==> src/rtl/uart_axis_pkg.sv <==
// Shared types and constants for the UART receive / AXI-Stream packing path.
package uart_axis_pkg;

   typedef enum logic [2:0] {
      ST_IDLE,
      ST_START,
      ST_DATA,
      ST_STOP,
      ST_WAIT_HIGH
   } rx_state_t;

   localparam int unsigned AXIS_DATA_W = 32;
   localparam int unsigned AXIS_BYTES  = 4;
   localparam int unsigned CNT_W       = $clog2(AXIS_BYTES + 1);

   // Contiguous lane mask with the low n lanes set.
   function automatic logic [AXIS_BYTES-1:0] keep_mask(input logic [CNT_W-1:0] n);
      logic [AXIS_BYTES-1:0] m;
      m = '0;
      for (int unsigned i = 0; i < AXIS_BYTES; i++) begin
         if (i < 32'(n)) m[i] = 1'b1;
      end
      return m;
   endfunction

endpackage

==> src/rtl/uart_rx_bit.sv <==
// 8N1 bit-level receiver: input synchroniser, mid-bit sampling FSM and byte strobe.
module uart_rx_bit
   import uart_axis_pkg::*;
#(
   parameter int unsigned CLK_DIV = 434
) (
   input  logic       clk,
   input  logic       reset,
   input  logic       rx,
   output logic       byte_valid,
   output logic [7:0] byte_data,
   output logic       frame_err,
   output logic       line_idle
);

   localparam int unsigned CW = $clog2(CLK_DIV);
   localparam logic [CW-1:0] HALF_LOAD = CW'(CLK_DIV / 2 - 1);
   localparam logic [CW-1:0] FULL_LOAD = CW'(CLK_DIV - 1);

   logic          rx_meta;
   logic          rxs;
   rx_state_t     state;
   logic [CW-1:0] cnt;
   logic [2:0]    bit_idx;
   logic [7:0]    shift;

   assign line_idle = (state == ST_IDLE) || (state == ST_WAIT_HIGH);

   always_ff @(posedge clk or posedge reset) begin
      if (reset) begin
         rx_meta    <= 1'b1;
         rxs        <= 1'b1;
         state      <= ST_IDLE;
         cnt        <= '0;
         bit_idx    <= '0;
         shift      <= '0;
         byte_valid <= 1'b0;
         byte_data  <= '0;
         frame_err  <= 1'b0;
      end else begin
         rx_meta    <= rx;
         rxs        <= rx_meta;
         byte_valid <= 1'b0;
         frame_err  <= 1'b0;
         case (state)
            ST_IDLE: begin
               if (!rxs) begin
                  state <= ST_START;
                  cnt   <= HALF_LOAD;
               end
            end
            ST_START: begin
               if (cnt == '0) begin
                  if (!rxs) begin
                     state   <= ST_DATA;
                     cnt     <= FULL_LOAD;
                     bit_idx <= '0;
                  end else begin
                     state <= ST_IDLE;
                  end
               end else begin
                  cnt <= cnt - CW'(1);
               end
            end
            ST_DATA: begin
               if (cnt == '0) begin
                  shift <= {rxs, shift[7:1]};
                  cnt   <= FULL_LOAD;
                  if (bit_idx == 3'd7) state <= ST_STOP;
                  else                 bit_idx <= bit_idx + 3'd1;
               end else begin
                  cnt <= cnt - CW'(1);
               end
            end
            ST_STOP: begin
               if (cnt == '0) begin
                  if (rxs) begin
                     byte_valid <= 1'b1;
                     byte_data  <= shift;
                     state      <= ST_IDLE;
                  end else begin
                     frame_err <= 1'b1;
                     state     <= ST_WAIT_HIGH;
                  end
               end else begin
                  cnt <= cnt - CW'(1);
               end
            end
            // A held-low line (break) must return high before a new start is accepted.
            ST_WAIT_HIGH: begin
               if (rxs) state <= ST_IDLE;
            end
            default: state <= ST_IDLE;
         endcase
      end
   end

endmodule

==> src/rtl/uart_rx_axis_master.sv <==
// UART receiver packing bytes little-endian into 32-bit AXI-Stream beats,
// closing each packet with TLAST after a line-idle timeout.
module uart_rx_axis_master
   import uart_axis_pkg::*;
#(
   parameter int unsigned CLK_DIV      = 434,
   parameter int unsigned IDLE_TIMEOUT = 20
) (
   input  logic                   clk,
   input  logic                   reset,
   input  logic                   rx,
   output logic                   M_AXIS_TVALID,
   input  logic                   M_AXIS_TREADY,
   output logic [AXIS_DATA_W-1:0] M_AXIS_TDATA,
   output logic [AXIS_BYTES-1:0]  M_AXIS_TKEEP,
   output logic                   M_AXIS_TLAST,
   output logic                   frame_err,
   output logic                   overrun_err
);

   localparam int unsigned LIMIT = IDLE_TIMEOUT * CLK_DIV;
   localparam int unsigned TW    = $clog2(LIMIT + 1);
   localparam logic [TW-1:0] TLIM = TW'(LIMIT);
   localparam logic [CNT_W-1:0] FULL_CNT = CNT_W'(AXIS_BYTES);

   logic                   byte_valid;
   logic [7:0]             byte_data;
   logic                   line_idle;
   logic [TW-1:0]          tcnt;
   logic [AXIS_DATA_W-1:0] pack_data;
   logic [CNT_W-1:0]       count;
   logic                   flush_pend;
   logic                   out_free;

   uart_rx_bit #(
      .CLK_DIV (CLK_DIV)
   ) u_bit (
      .clk        (clk),
      .reset      (reset),
      .rx         (rx),
      .byte_valid (byte_valid),
      .byte_data  (byte_data),
      .frame_err  (frame_err),
      .line_idle  (line_idle)
   );

   assign out_free = !M_AXIS_TVALID || M_AXIS_TREADY;

   // Idle timer: cleared while a character is on the line, saturates at the limit.
   always_ff @(posedge clk or posedge reset) begin
      if (reset) begin
         tcnt <= '0;
      end else if (!line_idle) begin
         tcnt <= '0;
      end else if (tcnt != TLIM) begin
         tcnt <= tcnt + TW'(1);
      end
   end

   always_ff @(posedge clk or posedge reset) begin
      if (reset) begin
         pack_data     <= '0;
         count         <= '0;
         flush_pend    <= 1'b0;
         overrun_err   <= 1'b0;
         M_AXIS_TVALID <= 1'b0;
         M_AXIS_TDATA  <= '0;
         M_AXIS_TKEEP  <= '0;
         M_AXIS_TLAST  <= 1'b0;
      end else begin
         overrun_err <= 1'b0;
         if (M_AXIS_TREADY) M_AXIS_TVALID <= 1'b0;

         if (!flush_pend && (tcnt == TLIM) && (count != '0)) flush_pend <= 1'b1;

         // A pending flush is always emitted before any newly arrived byte is packed.
         if (flush_pend) begin
            if (out_free) begin
               M_AXIS_TVALID <= 1'b1;
               M_AXIS_TDATA  <= pack_data;
               M_AXIS_TKEEP  <= keep_mask(count);
               M_AXIS_TLAST  <= 1'b1;
               flush_pend    <= 1'b0;
               if (byte_valid) begin
                  pack_data <= AXIS_DATA_W'(byte_data);
                  count     <= CNT_W'(1);
               end else begin
                  pack_data <= '0;
                  count     <= '0;
               end
            end else if (byte_valid) begin
               overrun_err <= 1'b1;
            end
         end else if (byte_valid) begin
            if (count == FULL_CNT) begin
               if (out_free) begin
                  M_AXIS_TVALID <= 1'b1;
                  M_AXIS_TDATA  <= pack_data;
                  M_AXIS_TKEEP  <= '1;
                  M_AXIS_TLAST  <= 1'b0;
                  pack_data     <= AXIS_DATA_W'(byte_data);
                  count         <= CNT_W'(1);
               end else begin
                  overrun_err <= 1'b1;
               end
            end else begin
               pack_data[{count[1:0], 3'b000} +: 8] <= byte_data;
               count <= count + CNT_W'(1);
            end
         end
      end
   end

endmodule

==> config.mk <==
export PLATFORM = sky130hd
export DESIGN_NAME = uart_rx_axis_master
export DESIGN_NICKNAME = d
export VERILOG_FILES = /design/src/rtl/uart_axis_pkg.sv /design/src/rtl/uart_rx_bit.sv /design/src/rtl/uart_rx_axis_master.sv
export SDC_FILE = /design/constraint.sdc
export NUM_CORES = 1
export LEC_CHECK = 0
export BUFFER_PORTS_ARGS = -buffer_cell sky130_fd_sc_hd__buf_2
export CORE_ASPECT_RATIO = 1.5
export CORE_MARGIN = 5
export CORE_UTILIZATION = 54
export CTS_CLUSTER_DIAMETER = 80
export DETAILED_ROUTE_END_ITERATION = 12
export PLACE_DENSITY_LB_ADDON = 0.08
export SYNTH_ARGS = -nofsm -noshare
export SYNTH_HDL_FRONTEND = slang
export SYNTH_HIERARCHICAL = 1
export SYNTH_SLANG_ARGS = --single-unit
==> constraint.sdc <==
create_clock -name clk -period 2.4 [get_ports clk]
set_input_delay 0.12 -clock clk [delete_from_list [all_inputs] [get_ports clk]]
set_output_delay 0.12 -clock clk [all_outputs]
set_load 0.02 [all_outputs]
==> results.cfg, run 1 <==
[timing]
slew_headroom_pct = 28.5
post-route-period-util_pct = 92.0
timing.setup.tns_ns = 0
drv_slew = 0
finalSetupViolations = 0
worst_pin_slew_ns = 1.07
max_freq_ghz = 0.453
period_minus_slack_ns = 2.21
finalHoldViolCount = 0
finClkSkew_ns = 0.0118
rsz0062_at_grt = no

[floorplan]
start_util_pct = 54.5
row_count = 46
core_area_mm2 = 0.0105
die_y_um = 136
die_area_mm2 = 0.0128
die_w_um = 93.9
io_pins = 44

[yosys]
muxShareOfSynthArea_pct = 10.2
synth_edf_count = 0
syn_inst = 505
syn_avg_cell_area_um2 = 11.3
ys_warn_count = 6
synth-simple-area-share_pct = 16.7
syn-cell-area_mm2 = 0.00571
synth_top_family_by_area = simple AND/OR/NAND/NOR gates
synth_compound_area_share_pct = 10.8
synth-seq-cells = 124
async_reset_ff_share_pct = 100
syn_nets = 521
synth_xor_area_share_pct = 1.84
ys.flop_type = dfrtp_1
synthAdderAreaFrac_pct = 2.63
synth_cell_types = 67
ys_seq_area_share_pct = 54.4

[clocking]
cts_made_buffers = 17
cts_sinks = 124
cts_tree = done
clockBufferDepth = 2
cts-root-buf = clkbuf_16
clk_latency_ns = 0.40
clk_pin_slew_worst_paths_ns = 0.05
cts_resized = 0
htree_num_levels = 4

[place]
port_buffers = 43
hpwlAfterDp_um = 7980
gp_congestion = 0.927

[grt]
grt_busiest_layer = met2
grt_use_total_pct = 19.0
use_met1_pct = 22.8
grt_max_degree = 55
met2_usage_pct = 32.3
grt_pass1_wl_um = 18900
use_met3_pct = 4.82
grt_pass1_vias = 3903
grt_antenna_before_repair = 0
overflow = 0

[power_and_ir_drop]
swShare_pct = 19.9
totalPowerFinal_mw = 4.95
power.share.clock_pct = 54.4
pwr_density_cell_mw_per_mm2 = 732
p_int_mw = 3.96
p_sw_mw = 0.987
leakagePower_nw = 3.21
pwr-share-comb_pct = 2.8
seq_power_share_pct = 42.8
peakVddDrop_mv = 0.485

[route]
dr.pass1.iters = 4
drcViolationCount = 0
antenna_left = 0
via_per_inst = 5.45
via_count = 3910
routed_wl_um = 11200
routedWlPerCell_um = 15.5
drtIter0Drc = 183

[finish]
drive_above_1_share_pct = 27.4
areaGrowthSynthToFinish_pct = 18.4
fin_nets = 578
fin_util_pct = 64.5
diodes = 0
seqCellArea_mm2 = 0.00311
fillers = 839
multi_input_area_mm2 = 0.00241

[worst_setup_path]
end_kind = flop
crit_path_start_kind = flop
required_ns = 2.71
crit_arrival_ns = 2.52
criticalPathCategory = flop to flop
critical_path_peak_fanout = 8

[hold_path]
hold_class = input port to flop

[run_status]
outcome = completed

[job]
cap_violations = 0
## final cells by class
cell class | count | share of cell area (%)
tap | 144 | 2.67
clock inverter | 11 | 2.46
clock buffer | 20 | 6.90
sequential | 124 | 45.9
timing repair buffer | 58 | 5.29
inverter | 17 | 1.00
multi-input combinational | 344 | 35.7
## power groups by stage
| stage | logic, mW | registers [mW] | clock network (mW) |
|---|---|---|---|
| after floorplan | 0.0824 | 2.17 | 0 |
| after global placement | 0.139 | 2.15 | 0 |
| after detailed placement | 0.142 | 2.15 | 0 |
| after CTS | 0.144 | 2.12 | 2.74 |
| after global routing | 0.157 | 2.12 | 2.84 |
| final | 0.141 | 2.12 | 2.69 |
## synthesized netlist by cell type, drive strengths merged (8+ instances only)
cell type / count / area (µm²)
inv: 17 / 63.8
nor3: 10 / 66.3
nand3: 15 / 92.6
a21oi: 10 / 53.8
o21ai: 40 / 200
nor2: 18 / 70.1
buf: 16 / 113
mux2: 49 / 552
nand2: 82 / 315
ha: 12 / 150
xnor2: 11 / 96.3
and2: 14 / 92.6
o211ai: 8 / 60.1
dfrtp: 122 / 3050
## metal layers
| metal | up-vias | part of all wire [%] |
|---|---|---|
| li1 | 1895 | - |
| met1 | 1904 | 42 |
| met2 | 94 | 53 |
| met3 | 17 | 3.2 |
| met4 | 0 | 1.8 |
| met5 | - | 0 |
## layout by cell type (no fill, tap or decap), types with 3 or more instances in the layout
cell / n
ha_1: 12
buf_2: 43
a211o_1: 3
nand3_1: 13
nor2b_1: 4
dfrtp_1: 122
nand2_1: 81
and2_1: 12
o211ai_1: 8
and4_1: 4
o22ai_1: 3
nand2b_1: 4
buf_4: 11
o21ai_1: 17
nand3b_1: 3
a31oi_1: 4
mux2i_1: 3
and3_1: 4
o21ai_0: 23
bufinv_16: 4
a21oi_1: 9
clkinv_2: 3
clkbuf_8: 3
clkbuf_16: 17
nor2_1: 17
xnor2_1: 11
clkinvlp_4: 4
mux2_2: 49
nor3_1: 8
inv_1: 16
nand4_1: 5
## state kept, by name, summed over array words and instances (netlist names), 3 cells and up
| signal | cells |
|---|---|
| M_AXIS_TDATA | 32 |
| pack_data | 32 |
| tcnt | 14 |
| u_bit/cnt | 9 |
| u_bit/byte_data | 8 |
| u_bit/shift | 8 |
| M_AXIS_TKEEP | 4 |
| count | 3 |
| u_bit/bit_idx | 3 |
| u_bit/state | 3 |
## stage by stage
| stage | instances | hold slack, ns | cell area (µm²) | setup slack [ns] |
|---|---|---|---|---|
| 4_1_cts | 717 | 0.0487 | 6750 | 0.208 |
| 2_1_floorplan | 505 | 0.124 | 5710 | 0.330 |
| 5_1_grt | 718 | 0.0651 | 6760 | 0.00886 |
| 3_5_place_dp | 684 | 0.228 | 6100 | 0.218 |
| 6_report | 718 | 0.0640 | 6760 | 0.192 |
| 3_3_place_gp | 684 | 0.222 | 6100 | 0.322 |
## logic make-up (layout without fill, tap and decap cells)
group,Yosys count,count (layout)
compound gates,91,91
xor+xnor,12,12
fa+ha+maj,12,12
buf+inv,37,106
flops,124,124
mux,52,52
simple gates,177,177
## path summary, 6_finish.rpt
| check | from | to | slack, ns | cells past startpoint |
|---|---|---|---|---|
| max | count[1]$_DFFE_PP0P_ | pack_data[28]$_DFFE_PP0P_ | 0.19 | 7 |
| max in group asynchronous | reset | u_bit/rxs$_DFF_PP1_ | 1.28 | 4 |
| min in group asynchronous | reset | M_AXIS_TDATA[10]$_DFFE_PP0P_ | 0.33 | 3 |
| max reg2reg | count[1]$_DFFE_PP0P_ | pack_data[28]$_DFFE_PP0P_ | 0.19 | 7 |
| min | M_AXIS_TREADY | flush_pend$_DFF_PP0_ | 0.06 | 4 |
| min reg2reg | u_bit/rx_meta$_DFF_PP1_ | u_bit/rxs$_DFF_PP1_ | 0.36 | 0 |
## timing repair
action / CTS / global route
buffers inserted: 0 / 1
setup endpoints to repair: 0 / 4
endpoints found under the hold margin: 37 / 0
hold buffers: 2 / 0
## critical path, cell delays in order, from the launching register on
cell	delay (ns)
dfrtp_1	0.48
inv_1	0.14
ha_1	0.23
buf_4	0.17
a211o_4	0.37
nor4b_4	0.48
nand2_1	0.12
o21ai_1	0.13
Power figures use the tool's default switching activity.
==> run 2, diff against run 1 <==
Settings changed: REMOVE_ABC_BUFFERS set to 1.
==> run 2 against run 1 <==
Effect of this change:
- non-clock buffer count is 3 higher
- core utilization decreased by 0.49 points
- critical path type unchanged
- combinational power is essentially flat
- largest cell class unchanged
- worst hold slack worse by 0.018 ns
==> results.cfg, run 2 (synthesis gave the netlist of run 1 again) <==
[grt]
grt_use_total_pct = 19.5
overflow = 0
grt_antenna_before_repair = 0
grt_pass1_vias = 3959
grt_max_degree = 37
grt_pass1_wl_um = 19600

[clocking]
cts-root-buf = clkbuf_16
cts_resized = 0
cts_sinks = 124
clockBufferDepth = 2
clk_pin_slew_worst_paths_ns = 0.06
cts_made_buffers = 17
cts_tree = done
htree_num_levels = 4
clk_latency_ns = 0.41

[finish]
drive_above_1_share_pct = 27.9
diodes = 0
final_common_cell = dfrtp_1
fin_util_pct = 64.0
final_cell_area_mm2 = 0.00671
areaGrowthSynthToFinish_pct = 17.5
fin_cells = 722
top_regs = M_AXIS_TDATA x32, pack_data x32, tcnt x14
seqCellArea_mm2 = 0.00311
fillers = 873
layout_common_cells = dfrtp_1, nand2_1, mux2_2, buf_2, o21ai_0
multi_input_area_mm2 = 0.00241
fin_nets = 581

[route]
via_count = 3951
wl_met2_um = 5990
wl_met1_um = 4650
dr.pass1.iters = 5
routed_wl_um = 11400
drcViolationCount = 0
antenna_left = 0
routedWlPerCell_um = 15.7
dr_wl_met3_um = 364
via_per_inst = 5.47
highest_layer = met4
drtIter0Drc = 181

[worst_setup_path]
critical_path_peak_fanout = 8
critPathLaunch = count[1]$_DFFE_PP0P_
reg2reg_to = pack_data[26]$_DFFE_PP0P_
r2r_cells = 7
required_ns = 2.73
r2r_start = count[1]$_DFFE_PP0P_
regToRegSetupSlack_ns = 0.17
crit_path_start_kind = flop
end_kind = flop
crit_arrival_ns = 2.55
criticalPathCategory = flop to flop

[place]
place_inst = 685
port_buffers = 43
hpwlAfterDp_um = 8100
detailed_place.area_mm2 = 0.00610
gp_congestion = 0.871

[floorplan]
start_util_pct = 54.5
die_area_mm2 = 0.0128
io_pins = 44
row_count = 46
die_y_um = 136
core_area_mm2 = 0.0105
die_w_um = 93.9

[power_and_ir_drop]
leakagePower_nw = 3.19
pwr_density_cell_mw_per_mm2 = 696
peakVddDrop_mv = 0.457

[run_status]
outcome = completed

[timing]
hold-worst-slack_ns = 0.0457
timing.setup.tns_ns = 0
post-route-period-util_pct = 92.9
slew_headroom_pct = 58.3
drv_slew = 0
finalHoldViolCount = 0
worst_pin_slew_ns = 0.625
rsz0062_at_grt = no
finalSetupViolations = 0
max_freq_ghz = 0.449
period_minus_slack_ns = 2.23
finClkSkew_ns = 0.00612

[job]
cap_violations = 0

[hold_path]
hold_path_end = flush_pend$_DFF_PP0_
min_path_cells = 4
hold_class = input port to flop
hold_path_startpoint = M_AXIS_TREADY
-- run 2: cell types whose count changed in the layout (fill, tap and decap cells not counted) --
cell,change
buf_4,+3
bufinv_16,-3
clkbuf_8,-3
nor2_4,-1
clkinvlp_4,-1
nor2_2,+1
clkinv_4,+3
inv_6,+5
-- run 2: metrics by stage --
step                setup WS (ns)  total power [mW]
floorplan                  -0.262              2.24
global placement            0.254              2.29
detailed placement          0.191              2.30
CTS                        0.0980              4.72
global route              0.00747              4.84
finish                      0.171              4.67
-- run 2: cell type report --
class                      count  share of cell area [%]
inverter                      17                   0.970
clock inverter                15                    2.11
clock buffer                  17                    6.34
timing repair buffer          61                    5.67
multi-input combinational    344                    35.9
tap                          144                    2.69
sequential                   124                    46.3
-- run 2: worst max-delay path by stage --
| stage | endpoint | slack (ns) | cells past startpoint |
|---|---|---|---|
| floorplan | M_AXIS_TDATA[0]$_DFFE_PP0P_ | -0.26 | 5 |
| global placement | pack_data[25]$_DFFE_PP0P_ | 0.25 | 7 |
| detailed placement | pack_data[29]$_DFFE_PP0P_ | 0.19 | 7 |
| CTS | pack_data[26]$_DFFE_PP0P_ | 0.1 | 7 |
| global route | pack_data[26]$_DFFE_PP0P_ | 0.007 | 7 |
| finish | pack_data[26]$_DFFE_PP0P_ | 0.17 | 7 |
-- run 2: layer usage --
layer / global-route usage [%] / up-vias
met5: 0 / -
met4: 10.4 / 0
met3: 4.10 / 25
met2: 33.3 / 84
met1: 23.0 / 1944
li1: - / 1898
-- run 2: what timing repair did --
| item | in CTS | in global routing |
|---|---|---|
| hold buffers | 2 | 0 |
| setup endpoints to repair | 0 | 18 |
| endpoints found under the hold margin | 43 | 0 |
| setup buffers | 0 | 3 |
-- run 2: where the power goes --
group | switching [mW] | total, mW | internal, mW
Sequential | 0.00841 | 2.12 | 2.11
Combinational | 0.0974 | 0.143 | 0.0453
Clock | 0.973 | 2.41 | 1.44
Total | 1.08 | 4.67 | 3.59
-- run 2: worst max-delay path, stage by stage, from the launching register on --
cell,delay [ns]
dfrtp_1,0.49
inv_1,0.14
ha_1,0.23
buf_4,0.18
a211o_4,0.38
nor4b_4,0.44
nand2_1,0.12
o21ai_1,0.16
==> run 3, diff against run 2 <==
Settings changed: CORE_ASPECT_RATIO 1.5 to 0.9, CORE_MARGIN 5 to 3, PLACE_DENSITY set to 0.83, PLACE_DENSITY_LB_ADDON 0.08 to not set.
==> run 3 against run 2 <==
Effect of this change:
- core utilization rose by 2.5 points
- critical path depth fell by 1
- clock skew rose by 0.0014 ns
- non-clock buffer count fell by 2
- register-to-register slack improved by 0.03 ns
- total power fell by 0.56%
==> results.cfg, run 3 (synthesis gave the netlist of run 1 again) <==
[worst_setup_path]
regToRegSetupSlack_ns = 0.21
r2r_cells = 6
crit_arrival_ns = 2.54
required_ns = 2.74
critical_path_peak_fanout = 8
end_kind = flop
crit_path_start_kind = flop
criticalPathCategory = flop to flop

[clocking]
cts_resized = 0
htree_num_levels = 4
cts-root-buf = clkbuf_16
cts_made_buffers = 17
clk_pin_slew_worst_paths_ns = 0.06
clk_latency_ns = 0.41
clockBufferDepth = 2
cts_tree = done
cts_sinks = 124

[finish]
seqCellArea_mm2 = 0.00311
areaGrowthSynthToFinish_pct = 16.6
final_common_cell = dfrtp_1
top_regs = M_AXIS_TDATA x32, pack_data x32, tcnt x14
drive_above_1_share_pct = 27.1
multi_input_area_mm2 = 0.00241
fin_cells = 701
layout_common_cells = dfrtp_1, nand2_1, mux2_2, buf_2, o21ai_0
diodes = 0
fin_nets = 579
fillers = 715

[timing]
finalHoldViolCount = 0
rsz0062_at_grt = no
finalSetupViolations = 0
finClkSkew_ns = 0.00756
period_minus_slack_ns = 2.19
max_freq_ghz = 0.456
worst_pin_slew_ns = 0.592
drv_slew = 0
post-route-period-util_pct = 91.4
hold-worst-slack_ns = 0.0239
slew_headroom_pct = 60.5

[route]
routed_wl_um = 12100
drcViolationCount = 0
via_per_inst = 5.83
via_count = 4086
antenna_left = 0
drtIter0Drc = 358
dr.pass1.iters = 5
routedWlPerCell_um = 17.3

[place]
gp_congestion = 0.925
place_inst = 663
hpwlAfterDp_um = 7740
port_buffers = 43

[job]
cap_violations = 0

[power_and_ir_drop]
pwr_density_cell_mw_per_mm2 = 698
leakagePower_nw = 3.17
totalPowerFinal_mw = 4.64
peakVddDrop_mv = 0.665

[grt]
grt_use_total_pct = 21.4
grt_antenna_before_repair = 0
overflow = 0
grt_pass1_wl_um = 20300
grt_pass1_vias = 4148
grt_max_degree = 59

[run_status]
outcome = completed

[floorplan]
die_area_mm2 = 0.0118
start_util_pct = 57.1
die_w_um = 114
die_y_um = 104
io_pins = 44
row_count = 34
core_area_mm2 = 0.0100

[hold_path]
min_path_cells = 4
hold_class = input port to flop
-- run 3: cell types whose count changed in the layout (fill, tap and decap cells not counted), sizes merged --
| cell | previous run | this run |
|---|---|---|
| clkbuf | 17 | 21 |
| inv | 21 | 17 |
| buf | 59 | 57 |
| clkinv | 7 | 5 |
| clkinvlp | 3 | 4 |
-- run 3: critical path, stage by stage, from the launching register on --
cell	delay [ns]
dfrtp_1	0.48
inv_1	0.13
ha_1	0.40
or3b_4	0.42
a221oi_4	0.42
nand2_1	0.13
o21ai_1	0.13
-- run 3: routing by layer --
layer | global-route usage (%) | wire (µm) | share of wire, %
met2 | 33.5 | 5920 | 49
met1 | 29.4 | 5380 | 44
met4 | 8.31 | 207 | 1.7
met3 | 4.37 | 628 | 5.2
met5 | 0 | 0 | 0
-- run 3: final timing paths --
check                                        startpoint                     endpoint
worst max-delay path               count[1]$_DFFE_PP0P_     pack_data[3]$_DFFE_PP0P_
worst min-delay path                      M_AXIS_TREADY         flush_pend$_DFF_PP0_
worst max register to register     count[1]$_DFFE_PP0P_     pack_data[3]$_DFFE_PP0P_
worst min register to register  u_bit/rx_meta$_DFF_PP1_          u_bit/rxs$_DFF_PP1_
max in group asynchronous                         reset  M_AXIS_TDATA[8]$_DFFE_PP0P_
min in group asynchronous                         reset     u_bit/cnt[5]$_DFFE_PP0P_
-- run 3: power by group --
group | switching [mW] | internal, mW | total (mW)
clock | 0.917 | 1.47 | 2.39
combinational | 0.0981 | 0.0426 | 0.141
sequential | 0.00841 | 2.11 | 2.12
total | 1.02 | 3.62 | 4.64
-- run 3: through the flow --
stage	util, %	setup slack, ns	setup TNS (ns)	instance area [µm²]
4_1_cts	66.4	0.0392	0	6640
5_1_grt	66.6	0.0759	0	6660
2_1_floorplan	-	-0.262	-10.91	5580
3_3_place_gp	60.5	0.178	0	6050
6_report	66.6	0.205	0	6660
3_5_place_dp	60.5	-0.0466	-0.0541	6050
-- run 3: area by class of cell --
class / count / area share (%)
Multi-Input combinational cell: 344 / 36.2
Clock inverter: 10 / 1.39
Inverter: 17 / 0.977
Timing Repair Buffer: 59 / 5.49
Sequential cell: 124 / 46.7
Tap cell: 126 / 2.37
Clock buffer: 21 / 6.92
-- run 3: repair_timing --
item / CTS / global route
endpoints found under the hold margin: 41 / 0
pin swaps: 3 / 2
endpoints found under the setup margin: 22 / 12
buffers inserted: 3 / 2
hold buffers: 2 / 0
